### src/rtl/multicycle_ctrl.sv
// multicycle_ctrl: control FSM for the multicycle RV32I datapath.
// Walks each instruction through IF/ID/EX/(MEM)/WB and drives the datapath
// and data-memory strobes as combinational functions of state, instr, zero_q.
// Optional feature macro: MULTICYCLE_CTRL_ILLEGAL_TRAP_EN (illegal opcode
// halts the FSM and sets the sticky illegal flag; otherwise it is a NOP).
module multicycle_ctrl (
  input  logic        clk,
  input  logic        rst,
  input  logic [31:0] instr,
  input  logic        Zero,
  output logic [2:0]  state,
  output logic        loadPC,
  output logic        PCSrc,
  output logic        ALUSrc,
  output logic [3:0]  ALUCtrl,
  output logic        RegWrite,
  output logic        MemToReg,
  output logic        MemRead,
  output logic        MemWrite,
  output logic        illegal
);

  typedef enum logic [2:0] {
    S_IF   = 3'd0,
    S_ID   = 3'd1,
    S_EX   = 3'd2,
    S_MEM  = 3'd3,
    S_WB   = 3'd4,
    S_HALT = 3'd5
  } state_t;

  localparam logic [3:0] ALU_AND = 4'b0000;
  localparam logic [3:0] ALU_OR  = 4'b0001;
  localparam logic [3:0] ALU_ADD = 4'b0010;
  localparam logic [3:0] ALU_SLT = 4'b0100;
  localparam logic [3:0] ALU_XOR = 4'b0101;
  localparam logic [3:0] ALU_SUB = 4'b0110;
  localparam logic [3:0] ALU_SRL = 4'b1000;
  localparam logic [3:0] ALU_SLL = 4'b1001;
  localparam logic [3:0] ALU_SRA = 4'b1010;

  state_t      state_reg, state_next;
  logic        zero_q;

  logic [6:0]  opcode;
  logic [2:0]  funct3;
  logic        funct7_5;
  logic        is_r, is_i, is_lw, is_sw, is_beq, is_legal;
  logic [3:0]  alu_dec;
  logic        busy;

  // Register/immediate fields are consumed by the datapath, not by control.
  logic        unused_fields;
  assign unused_fields = ^{instr[31], instr[29:15], instr[11:7]};

  assign opcode   = instr[6:0];
  assign funct3   = instr[14:12];
  assign funct7_5 = instr[30];

  assign is_r     = (opcode == 7'b0110011);
  assign is_i     = (opcode == 7'b0010011);
  assign is_lw    = (opcode == 7'b0000011) && (funct3 == 3'b010);
  assign is_sw    = (opcode == 7'b0100011) && (funct3 == 3'b010);
  assign is_beq   = (opcode == 7'b1100011) && (funct3 == 3'b000);
  assign is_legal = is_r | is_i | is_lw | is_sw | is_beq;

  // ALU operation decode; funct7[5] only matters for SUB (R-type) and SRA/SRAI.
  // funct3=011 (SLTU) has no dedicated ALU code and shares SLT.
  always_comb begin
    alu_dec = ALU_AND;
    if (is_lw || is_sw) begin
      alu_dec = ALU_ADD;
    end else if (is_beq) begin
      alu_dec = ALU_SUB;
    end else if (is_r || is_i) begin
      case (funct3)
        3'b000:  alu_dec = (is_r && funct7_5) ? ALU_SUB : ALU_ADD;
        3'b001:  alu_dec = ALU_SLL;
        3'b010:  alu_dec = ALU_SLT;
        3'b011:  alu_dec = ALU_SLT;
        3'b100:  alu_dec = ALU_XOR;
        3'b101:  alu_dec = funct7_5 ? ALU_SRA : ALU_SRL;
        3'b110:  alu_dec = ALU_OR;
        default: alu_dec = ALU_AND;
      endcase
    end
  end

  // State register and branch-flag capture at the end of EX.
  always_ff @(posedge clk or negedge rst) begin
    if (!rst) begin
      state_reg <= S_IF;
      zero_q    <= 1'b0;
    end else begin
      state_reg <= state_next;
      if (state_reg == S_EX) zero_q <= Zero;
    end
  end

`ifdef MULTICYCLE_CTRL_ILLEGAL_TRAP_EN
  logic illegal_reg;

  // Sticky flag set on the same edge that moves ID into HALT.
  always_ff @(posedge clk or negedge rst) begin
    if (!rst)                                  illegal_reg <= 1'b0;
    else if (state_reg == S_ID && !is_legal)   illegal_reg <= 1'b1;
  end

  assign illegal = illegal_reg;
`else
  assign illegal = 1'b0;
`endif

  // Next-state sequencing.
  always_comb begin
    state_next = S_IF;
    case (state_reg)
      S_IF:   state_next = S_ID;
`ifdef MULTICYCLE_CTRL_ILLEGAL_TRAP_EN
      S_ID:   state_next = is_legal ? S_EX : S_HALT;
`else
      S_ID:   state_next = S_EX;
`endif
      S_EX:   state_next = (is_lw || is_sw) ? S_MEM : S_WB;
      S_MEM:  state_next = S_WB;
      S_WB:   state_next = S_IF;
      S_HALT: state_next = S_HALT;
      default: state_next = S_IF;
    endcase
  end

  // ALU controls are held from ID through WB; zero in IF and HALT.
  assign busy = (state_reg == S_ID) || (state_reg == S_EX) ||
                (state_reg == S_MEM) || (state_reg == S_WB);

  // Per-state strobe outputs.
  always_comb begin
    loadPC   = 1'b0;
    PCSrc    = 1'b0;
    RegWrite = 1'b0;
    MemToReg = 1'b0;
    MemRead  = 1'b0;
    MemWrite = 1'b0;
    ALUSrc   = busy & (is_i | is_lw | is_sw);
    ALUCtrl  = busy ? alu_dec : 4'b0000;
    if (state_reg == S_MEM) begin
      MemRead  = is_lw;
      MemWrite = is_sw;
    end
    if (state_reg == S_WB) begin
      loadPC   = 1'b1;
      PCSrc    = is_beq & zero_q;
      RegWrite = is_r | is_i | is_lw;
      MemToReg = is_lw;
    end
  end

  assign state = state_reg;

endmodule

### config.mk
export PLATFORM = sky130hd
export DESIGN_NAME = multicycle_ctrl
export DESIGN_NICKNAME = d
export VERILOG_FILES = /design/src/rtl/multicycle_ctrl.sv
export SDC_FILE = /design/constraint.sdc
export NUM_CORES = 1
export LEC_CHECK = 0
export ABC_CLOCK_PERIOD_IN_PS = 1600
export CORE_MARGIN = 2
export CORE_UTILIZATION = 28
export DETAILED_ROUTE_END_ITERATION = 8
export PLACE_DENSITY = 0.83
export SYNTH_ARGS = -nofsm -noshare
export SYNTH_HDL_FRONTEND = slang
export SYNTH_SLANG_ARGS = --single-unit
### constraint.sdc
create_clock -name clk -period 1.6 [get_ports clk]
set_input_delay 0.32 -clock clk [delete_from_list [all_inputs] [get_ports clk]]
set_output_delay 0.32 -clock clk [all_outputs]
set_load 0.005 [all_outputs]
==> key figures <==
Floorplanning
  – Die W: 46.2 µm
  – Die area: 0.00214 mm²
  – # rows: 15
  – Die height: roughly 46 µm
  – Initial Util: approximately 29%
  – IO Count: 50
  – Core area: between 0.0015 and 0.002 mm²

Run status
  – Failing checks: negative setup slack
  – Status: finished, violations left

Layout
  – Final #Nets: 147
  – Max reg flops: 3
  – Fillers: 144
  – Reg area: 103 µm²
  – Design area: around 0.0010 mm²
  – Area of the multi-input gates: approximately 430 µm²
  – Diodes inserted: 0
  – Syn-to-layout area delta: 107%
  – Share of layout cells above drive strength 1: between 60% and 70%

Detailed routing
  – Final WL: approximately 1900 µm
  – Via Count: 671
  – Iteration-0 DRC count of the detailed router: 6
  – # DRC: 0
  – Final ANT Viol Nets: 0
  – Drt first pass iters: 4
  – DR vias/cell: about 5.0
  – WL/cell: about 14 µm

Synthesis
  – Async SR Flop Fraction: 100%
  – Post-synthesis compound-gate area fraction: around 16%
  – Register area share after synthesis: 20.1%
  – Dominant cell type by area after synthesis: dfrtp_1
  – Library cells used by synthesis: 39
  – Simple-gate share of the synthesized area: a little under half
  – Synth top area share: 20.1%
  – Mapped Cells: 55
  – Number of enable-type register cells in the synthesized netlist: 0
  – Synth Cell Area: 499 µm²
  – Mean post-synth cell area: 9.08 µm²
  – YS warnings: 0
  – Top_reg_cell synth: dfrtp_1
  – Post-synthesis register bit count: 4
  – Most frequent cells after synthesis: 4 x a21oi_1, 4 x dfrtp_1, 3 x nor3_1
  – Post-Synth Adder-Cell Area: 0%
  – Post-Synthesis Net Count: 90
  – Largest family of logic cells by synthesized area: simple AND/OR/NAND/NOR gates
  – Most area-consuming cells after synthesis: dfrtp_1 20%, a21oi_1 4.0%, mux2i_1 4.0%
  – Mux cell area share after synthesis: under 10%
  – Post-synthesis xor/xnor area fraction: under 10%

Power
  – Clock power frac: roughly a tenth
  – Peak supply drop: just over 0.001 V
  – Leak: between 0.4 and 0.5 nW
  – P per Cell Area: roughly 1200 mW/mm²
  – Comb pwr share: 72.4%
  – Pint: 759 µW
  – Sequential Power Share: about 17%
  – Sw Share: between 30% and 40%
  – Sw power: around 440 µW

Timing
  – PnR worst setup slack: -0.105 ns
  – Slew Limit Fails: 0
  – Setup violators final: 8
  – RSZ-0062 raised after global routing: yes
  – Setup tns final: -0.501 ns
  – Final Hold Fails: 0
  – Fin crit share: 107%
  – Clk_skew: 0.00139 ns
  – F_max: 0.586 GHz
  – Period minus WS final: around 1.7 ns

Critical path
  – Worst path max stage delay: roughly 0.40 ns
  – Crit path cell chain: buf_4 > nor3_4 > buf_6 > and4_1 > buf_2
  – Kind of end point of the critical path: output port
  – Slowest stage cell on the critical path: dfrtp_2
  – Crit-path leading delay family: flip-flops
  – Reg2Reg Depth: 6
  – Stages on worst setup path: 5
  – Worst path buffer plus inverter count: 3
  – Critical-path maximum fanout: 3
  – Crit start category: register
  – Required @ worst endpoint: 1.28 ns
  – WS Path Type: reg2out
  – Critical Path AT: 1.39 ns

Global route
  – Global-route wire length before repair: between 3000 and 4000 µm
  – Vias in the first global route: 718
  – Total GRT Usage: between 10% and 20%
  – Largest net degree at the start of global routing: 10
  – Gr ovfl total: 0
  – Initial antenna violation count: 0

Placement
  – Post-placement cell area: 893 µm²
  – Dpl ws: -0.766 ns
  – Port bufs: 27
  – Gpl congestion: 0.849
  – Dpl hpwl: 1210 µm

Flow run
  – Max-cap violations: 0

Clock tree
  – Clk sinks: 4
  – Clk_lat worst skew: between 0.2 and 0.25 ns
  – Root Driver: clkbuf_4
  – H-tree level count: 1
  – CTS Buf Count: 3
  – CTS Hold Bufs: 0
  – Worst-path clk slew: about 0.04 ns
  – CTS max path bufs: 2
  – CTS tree: built

Min path
  – Worst hold path type: in2async
## cells in the final DEF, fill, tap and decap left out, types with 3 or more instances in the layout
master	netlist	layout
buf_2	1	13
buf_4	2	22
buf_6	0	8
clkbuf_4	0	3
clkdlybuf4s15_2	0	3
dlygate4sd2_1	0	4
## cell families (layout without fill, tap and decap cells)
group / after synthesis / count (layout)
flops: 4 / 4
mux: 3 / 3
other cells: 1 / 1
simple gates: 30 / 30
buf+inv: 4 / 59
xor+xnor: 2 / 2
compound gates: 11 / 11
## worst register-to-register path, cell delays in order, from the launching register on
cell,delay [ns]
dfrtp_2,0.40
buf_6,0.13
nor2b_4,0.12
buf_4,0.12
buf_4,0.12
and2b_4,0.16
mux2_4,0.29
## final timing paths
kind	slack, ns	start	endpoint
setup reg to reg	0.14	state[1]$_DFF_PN0_	zero_q$_DFFE_PN0N_
setup / recovery	-0.11	state[1]$_DFF_PN0_	PCSrc
max in group asynchronous	1.14	rst	state[0]$_DFF_PN0_
hold reg to reg	0.53	zero_q$_DFFE_PN0N_	zero_q$_DFFE_PN0N_
min in group clk	0.53	zero_q$_DFFE_PN0N_	zero_q$_DFFE_PN0N_
hold / removal	0.28	rst	zero_q$_DFFE_PN0N_
## power groups by stage
stage	clock, mW	sequential, mW	combinational [mW]
floorplan	0	0.224	0.268
global placement	0	0.201	0.554
detailed placement	0	0.203	0.566
CTS	0.129	0.203	0.748
global route	0.137	0.215	0.932
finish	0.123	0.209	0.870
## metal layers
metal  vias to the layer above  global-route usage [%]  wire length, µm
li1                        318                       -                -
met1                       316                    19.9              685
met2                        27                    36.1             1050
met3                        10                    2.75              100
met4                         0                    14.9               78
met5                         -                       0                0
## through the flow
step | hold slack, ns | util (%) | cells | power [mW]
floorplan | 0.0244 | - | 55 | 0.492
global placement | 0.514 | 52.3 | 119 | 0.755
detailed placement | 0.510 | 52.3 | 119 | 0.769
CTS | 0.280 | 60.0 | 134 | 1.08
global route | 0.289 | 60.4 | 135 | 1.28
finish | 0.282 | 60.4 | 135 | 1.20
## cell type report
| cell class | count | area share, % |
|---|---|---|
| Timing Repair Buffer | 55 | 42.4 |
| Multi-Input combinational cell | 47 | 42.1 |
| Sequential cell | 4 | 9.95 |
| Tap cell | 25 | 3.03 |
| Clock buffer | 3 | 2.18 |
| Inverter | 1 | 0.364 |
## timing repair
item / in CTS / in global routing
pin swaps: 15 / 6
gates resized for setup: 95 / 8
setup buffers: 11 / 3
setup endpoints to repair: 15 / 12
gates cloned: 1 / 0
Note: power is estimated with default switching activity, not from simulation.
==> edit 1, RTL diff (config.mk and constraints unchanged) <==
Build with the macro `MULTICYCLE_CTRL_ILLEGAL_TRAP_EN` defined.
--- a/src/rtl/multicycle_ctrl.sv
+++ b/src/rtl/multicycle_ctrl.sv
@@ -4,4 +4,6 @@
 // Optional feature macro: MULTICYCLE_CTRL_ILLEGAL_TRAP_EN (illegal opcode
 // halts the FSM and sets the sticky illegal flag; otherwise it is a NOP).
+`define MULTICYCLE_CTRL_ILLEGAL_TRAP_EN
+
 module multicycle_ctrl (
   input  logic        clk,
Check against the original RTL: not equivalent (Yosys sat finds a counterexample within 4 cycles, from zero or initial values and one cycle with rst low).
==> edit 1 against the original RTL <==
- the run still ends with negative setup slack left
- clock skew hardly changed
- sequential cell count rose by 1
- critical path type is now primary input to output pin
- largest cell class unchanged
- synthesized cell count up 13%
- via count up 11%
- setup slack got worse by 0.046 ns
- global-route usage up 0.63 points
- highest routed layer unchanged
- area after synthesis grew 3.8%
- wire length grew 16%
- first-iteration DRC count unchanged
- cell area increased by 6.8%
- utilization rose by 3.4 points
- critical path depth is 2 higher
Power is not compared: it rests on default switching activity, and its combinational part moved more than twofold at a synthesized area within 25%.
==> edit 1: results (changes against the original RTL) <==
stage;metric;value;unit;change
grt;largest net degree at the start of global routing;9;;-1
logic_synthesis;Post-Synth XOR/XNOR Area;0.0169;;-0.0332
logic_synthesis;Post-Syn Nets;97;;+7.8%
timing;Hold Vio Cnt, Final;0;;unchanged
finish;diode count;0;;unchanged
timing;Setup WS post-layout;-0.151;ns;-0.0456 ns
finish;filler instances;152;;+5.6%
detailed_routing;DRT Pass-1 Iters;4;;unchanged
worst_setup_path;R2R cell count;5;;-1
grt;GRT Total Usage;0.204;;+0.00633
worst_setup_path;crit path from;instr[2];;
timing;final setup TNS;-1.06;ns;-0.562 ns
grt;vias in the first global route;740;;+3.1%
timing;Layout Skew;0.00126;ns;-0.000133 ns
detailed_routing;routed vias/inst;5.08;;+2.2%
detailed_routing;final WL;2210;µm;+16%
worst_setup_path;Max FO, Critical Path;6;;+3
run_status;outcome;finished, violations left;;
power_and_ir_drop;peak supply drop;0.411;mV;
finish;Final #Nets;157;;+6.8%
logic_synthesis;sequential fraction of the synthesis area;0.242;;+0.0410
worst_setup_path;critical path endpoint;MemToReg;;
worst_setup_path;worst reg2reg path startpoint;state[1]$_DFF_PN0_;;
min_path;Min-Delay Path Class;primary input to asynchronous set/reset pin;;
clocking;Longest Clk Path Bufs;2;;unchanged
logic_synthesis;Post-synth top flop;dfrtp_1;;
logic_synthesis;Synth Area in Compound Gates;0.215;;+0.0596
timing;# setup viols final;10;;+2
grt;first-pass GRT wire length;3110;µm;+3.5%
logic_synthesis;Post-synth top cells;7 x nor2_1, 5 x dfrtp_1;;
clocking;Post CTS Setup Buffer Count;10;;-1
clocking;post_cts resized;100;;+5.3%
finish;share of cells above drive strength 1;0.669;;+0.00579
placed_design;hpwl dp;1300;µm;+7.2%
run_status;failing checks;negative setup slack;;
logic_synthesis;library cells used by synthesis;31;;-21%
logic_synthesis;Synth area leaders;dfrtp_1 24%, nor2_1 5.1%, nor4b_1 5.1%;;
worst_setup_path;FF-to-FF setup slack;0.21;ns;+0.07 ns
finish;number of flip-flops in the largest register;3;;unchanged
clocking;clk root buf;clkbuf_4;;
clocking;Num CTS Buffers;3;;unchanged
logic_synthesis;mux cell area share after synthesis;0.0411;;-0.0291
worst_setup_path;crit path DAT;1.43;ns;+0.04 ns
logic_synthesis;Post-synth EDFFs;0;;unchanged
placed_design;Placer Congestion;0.836;;-1.5%
placed_design;buffers added on ports;28;;+3.7%
edit 1: metrics by stage:
step	utilization	instances	cell area, µm²	worst slack [ns]	hold slack, ns
2_1_floorplan	-	62	518	0.0822	0.0244
3_3_place_gp	0.540	129	932	-0.841	0.451
3_5_place_dp	0.540	129	932	-0.898	0.445
4_1_cts	0.613	143	1060	-0.140	0.302
5_1_grt	0.638	146	1100	-0.208	0.304
6_report	0.638	146	1100	-0.151	0.299
edit 1: layout make-up:
| type | instances | area (µm²) | area share |
|---|---|---|---|
| tap | 25 | 31.3 | 0.0284 |
| multi-input combinational | 51 | 447 | 0.406 |
| clock buffer | 4 | 26.3 | 0.0239 |
| timing repair buffer | 59 | 459 | 0.417 |
| inverter | 2 | 10.0 | 0.00909 |
| sequential | 5 | 128 | 0.116 |
edit 1: per-layer routing:
layer / vias up / part of all wire / global-route usage / wire length, µm
met5: - / 0 / 0 / 0
li1: 352 / - / - / -
met3: 17 / 0.071 / 0.0423 / 157
met4: 0 / 0.071 / 0.172 / 156
met2: 39 / 0.50 / 0.373 / 1100
met1: 334 / 0.36 / 0.192 / 792
edit 1: critical path, cell delays in order:
cell	delay, ns
buf_6	0.09
and4bb_2	0.32
buf_6	0.12
nand4b_4	0.15
buf_6	0.16
nor3b_2	0.14
buf_2	0.13
edit 1: logic make-up after synthesis:
kind of cell	after synthesis
buffers and inverters	6
xor gates and xnor gates	1
and+or+nand+nor	33
DFF	5
AOI/OAI and AO/OA	15
muxes	2
edit 1: power breakdown:
group          internal (mW)  switching [mW]
Clock                 0.0939          0.0460
Sequential             0.137          0.0120
Combinational          0.138           0.118
Total                  0.369           0.176
==> edit 2, RTL diff (same settings) <==
Without the edit above. Register the output `loadPC`, cleared by the reset; this adds one clock of latency there. The other outputs are not delayed to match.
--- a/src/rtl/multicycle_ctrl.sv
+++ b/src/rtl/multicycle_ctrl.sv
@@ -39,4 +39,6 @@
   localparam logic [3:0] ALU_SLL = 4'b1001;
   localparam logic [3:0] ALU_SRA = 4'b1010;
+
+  logic loadPC_d;
 
   state_t      state_reg, state_next;
@@ -136,5 +138,5 @@
   // Per-state strobe outputs.
   always_comb begin
-    loadPC   = 1'b0;
+    loadPC_d = 1'b0;
     PCSrc    = 1'b0;
     RegWrite = 1'b0;
@@ -149,5 +151,5 @@
     end
     if (state_reg == S_WB) begin
-      loadPC   = 1'b1;
+      loadPC_d = 1'b1;
       PCSrc    = is_beq & zero_q;
       RegWrite = is_r | is_i | is_lw;
@@ -158,4 +160,12 @@
   assign state = state_reg;
 
+  always_ff @(posedge clk or negedge rst) begin
+    if (!rst) begin
+      loadPC <= '0;
+    end else begin
+      loadPC <= loadPC_d;
+    end
+  end
+
 endmodule
 
Behaviour: not the same (a bounded check fails within 4 cycles, from zero or initial values and one cycle with rst low).
==> edit 2 against the original RTL <==
- the flow still finishes with violations (negative setup slack)
- via count fell by 2.7%
- maximum frequency rose by 2.8%
- power fell by 4.6%
- area after synthesis rose by 5.0%
- setup slack improved by 0.047 ns
- utilization fell by 2.9 points
- cell area fell by 2.7%
- clock skew fell by 0.0012 ns
- non-clock buffer count fell by 7
- sequential cell count rose by 1
- global-route usage fell by 2.7 points
- final cell count fell by 3.7%
- die area rose by 4.6%
- wire length fell by 5.2%
==> edit 2: results (changes against the original RTL) <==
stage;metric;value;unit;change
placed_design;hpwl dp;1240;µm;+2.5%
logic_synthesis;Post-Syn Instances;56;;+1.8%
logic_synthesis;mux cell area share after synthesis;0.0668;;-0.00335
placed_design;placed insts;118;;-0.84%
power_and_ir_drop;leak pwr;0.507;nW;+2.1%
detailed_routing;iteration-0 DRC count of the detailed router;16;;+10
logic_synthesis;Post-Syn Nets;91;;+1.1%
timing;Layout Skew;0.000216;ns;-0.00118 ns
logic_synthesis;Synth area leaders;dfrtp_1 24%, a21oi_1 3.8%, mux2i_1 3.8%;;
timing;final setup TNS;-0.200;ns;+0.301 ns
placed_design;Placer Congestion;0.817;;-3.7%
detailed_routing;final WL;1810;µm;-5.2%
detailed_routing;Routed WL per cell;13.9;µm;-1.6%
timing;# setup viols final;5;;-3
grt;vias in the first global route;659;;-8.2%
power_and_ir_drop;peak supply drop;0.769;mV;-26%
finish;Final #Nets;141;;-4.1%
run_status;failing checks;negative setup slack;;
grt;GRT Total Usage;0.171;;-0.0268
clocking;H-Tree Depth;1;;unchanged
timing;Setup WS post-layout;-0.0584;ns;+0.0471 ns
logic_synthesis;Synth Area in Compound Gates;0.148;;-0.00742
logic_synthesis;Post-Synth XOR/XNOR Area;0.0477;;-0.00239
grt;first-pass GRT wire length;2730;µm;-9.2%
worst_setup_path;Max FO, Critical Path;5;;+2
placed_design;Place WS;-0.766;ns;-0.0000880 ns
finish;filler instances;159;;+10%
logic_synthesis;sequential fraction of the synthesis area;0.239;;+0.0382
worst_setup_path;crit path DAT;1.34;ns;-0.05 ns
detailed_routing;via count;653;;-2.7%
run_status;outcome;finished, violations left;;
finish;share of cells above drive strength 1;0.648;;-0.0160
logic_synthesis;Post-synth top cells;5 x dfrtp_1, 4 x a21oi_1, 3 x nor3_1;;
floorplanning;die width;47.3;µm;+2.3%
grt;largest net degree at the start of global routing;8;;-2
==> edit 2: metrics by stage <==
stage	total power, mW	area, µm²
floorplan	0.529	524
global placement	0.783	903
detailed placement	0.797	903
CTS	1.08	971
global route	1.21	1000
finish	1.15	1000
==> edit 2: kinds of logic (layout without fill, tap and decap cells) <==
| logic type | Yosys count | after routing |
|---|---|---|
| buf+inv | 4 | 53 |
| mux | 3 | 3 |
| xor+xnor | 2 | 2 |
| flops | 5 | 5 |
| compound gates | 11 | 11 |
| other cells | 1 | 1 |
| simple gates | 30 | 30 |
==> edit 2: power by group through the flow <==
stage	registers [mW]	clock network [mW]	logic (mW)
floorplan	0.263	0	0.266
global placement	0.240	0	0.543
detailed placement	0.244	0	0.553
CTS	0.256	0.150	0.670
global route	0.268	0.158	0.789
finish	0.262	0.143	0.741
==> edit 2: layout make-up <==
cell class,instances,share of cell area
clock buffers,4,0.0262
inverters,1,0.00374
multi-input cells,47,0.451
flip-flops and latches,5,0.128
well taps,25,0.0312
repair buffers,48,0.359
==> edit 2: timing repair <==
item                       CTS  global route
buffers inserted             6             2
setup endpoints to repair   12            12
gates cloned                 1             0
pin swaps                   11             7
resized for setup           74            25
==> edit 2: metal layers <==
metal  routed length (µm)  vias up  GRT usage
met2                  884       24      0.276
met4                   27        0     0.0500
met5                    0        -          0
li1                     -      310          -
met3                   85        4     0.0423
met1                  812      315      0.225
==> edit 2: worst max-delay path: stages <==
cell,delay [ns]
buf_6,0.08
and4bb_1,0.31
buf_6,0.15
nand2_4,0.06
nor4b_4,0.26
buf_2,0.15
==> edit 2: final timing paths <==
path                                    start  slack, ns            endpoint  cells after the start
min                                       rst       0.30  zero_q$_DFFE_PN0N_                      1
min reg2reg                zero_q$_DFFE_PN0N_       0.52  zero_q$_DFFE_PN0N_                      1
max                                  instr[3]      -0.06          ALUCtrl[3]                      6
min in group clk           zero_q$_DFFE_PN0N_       0.52  zero_q$_DFFE_PN0N_                      1
max reg2reg                state[0]$_DFF_PN0_       0.24  zero_q$_DFFE_PN0N_                      4
max in group asynchronous                 rst       1.11  state[0]$_DFF_PN0_                      1
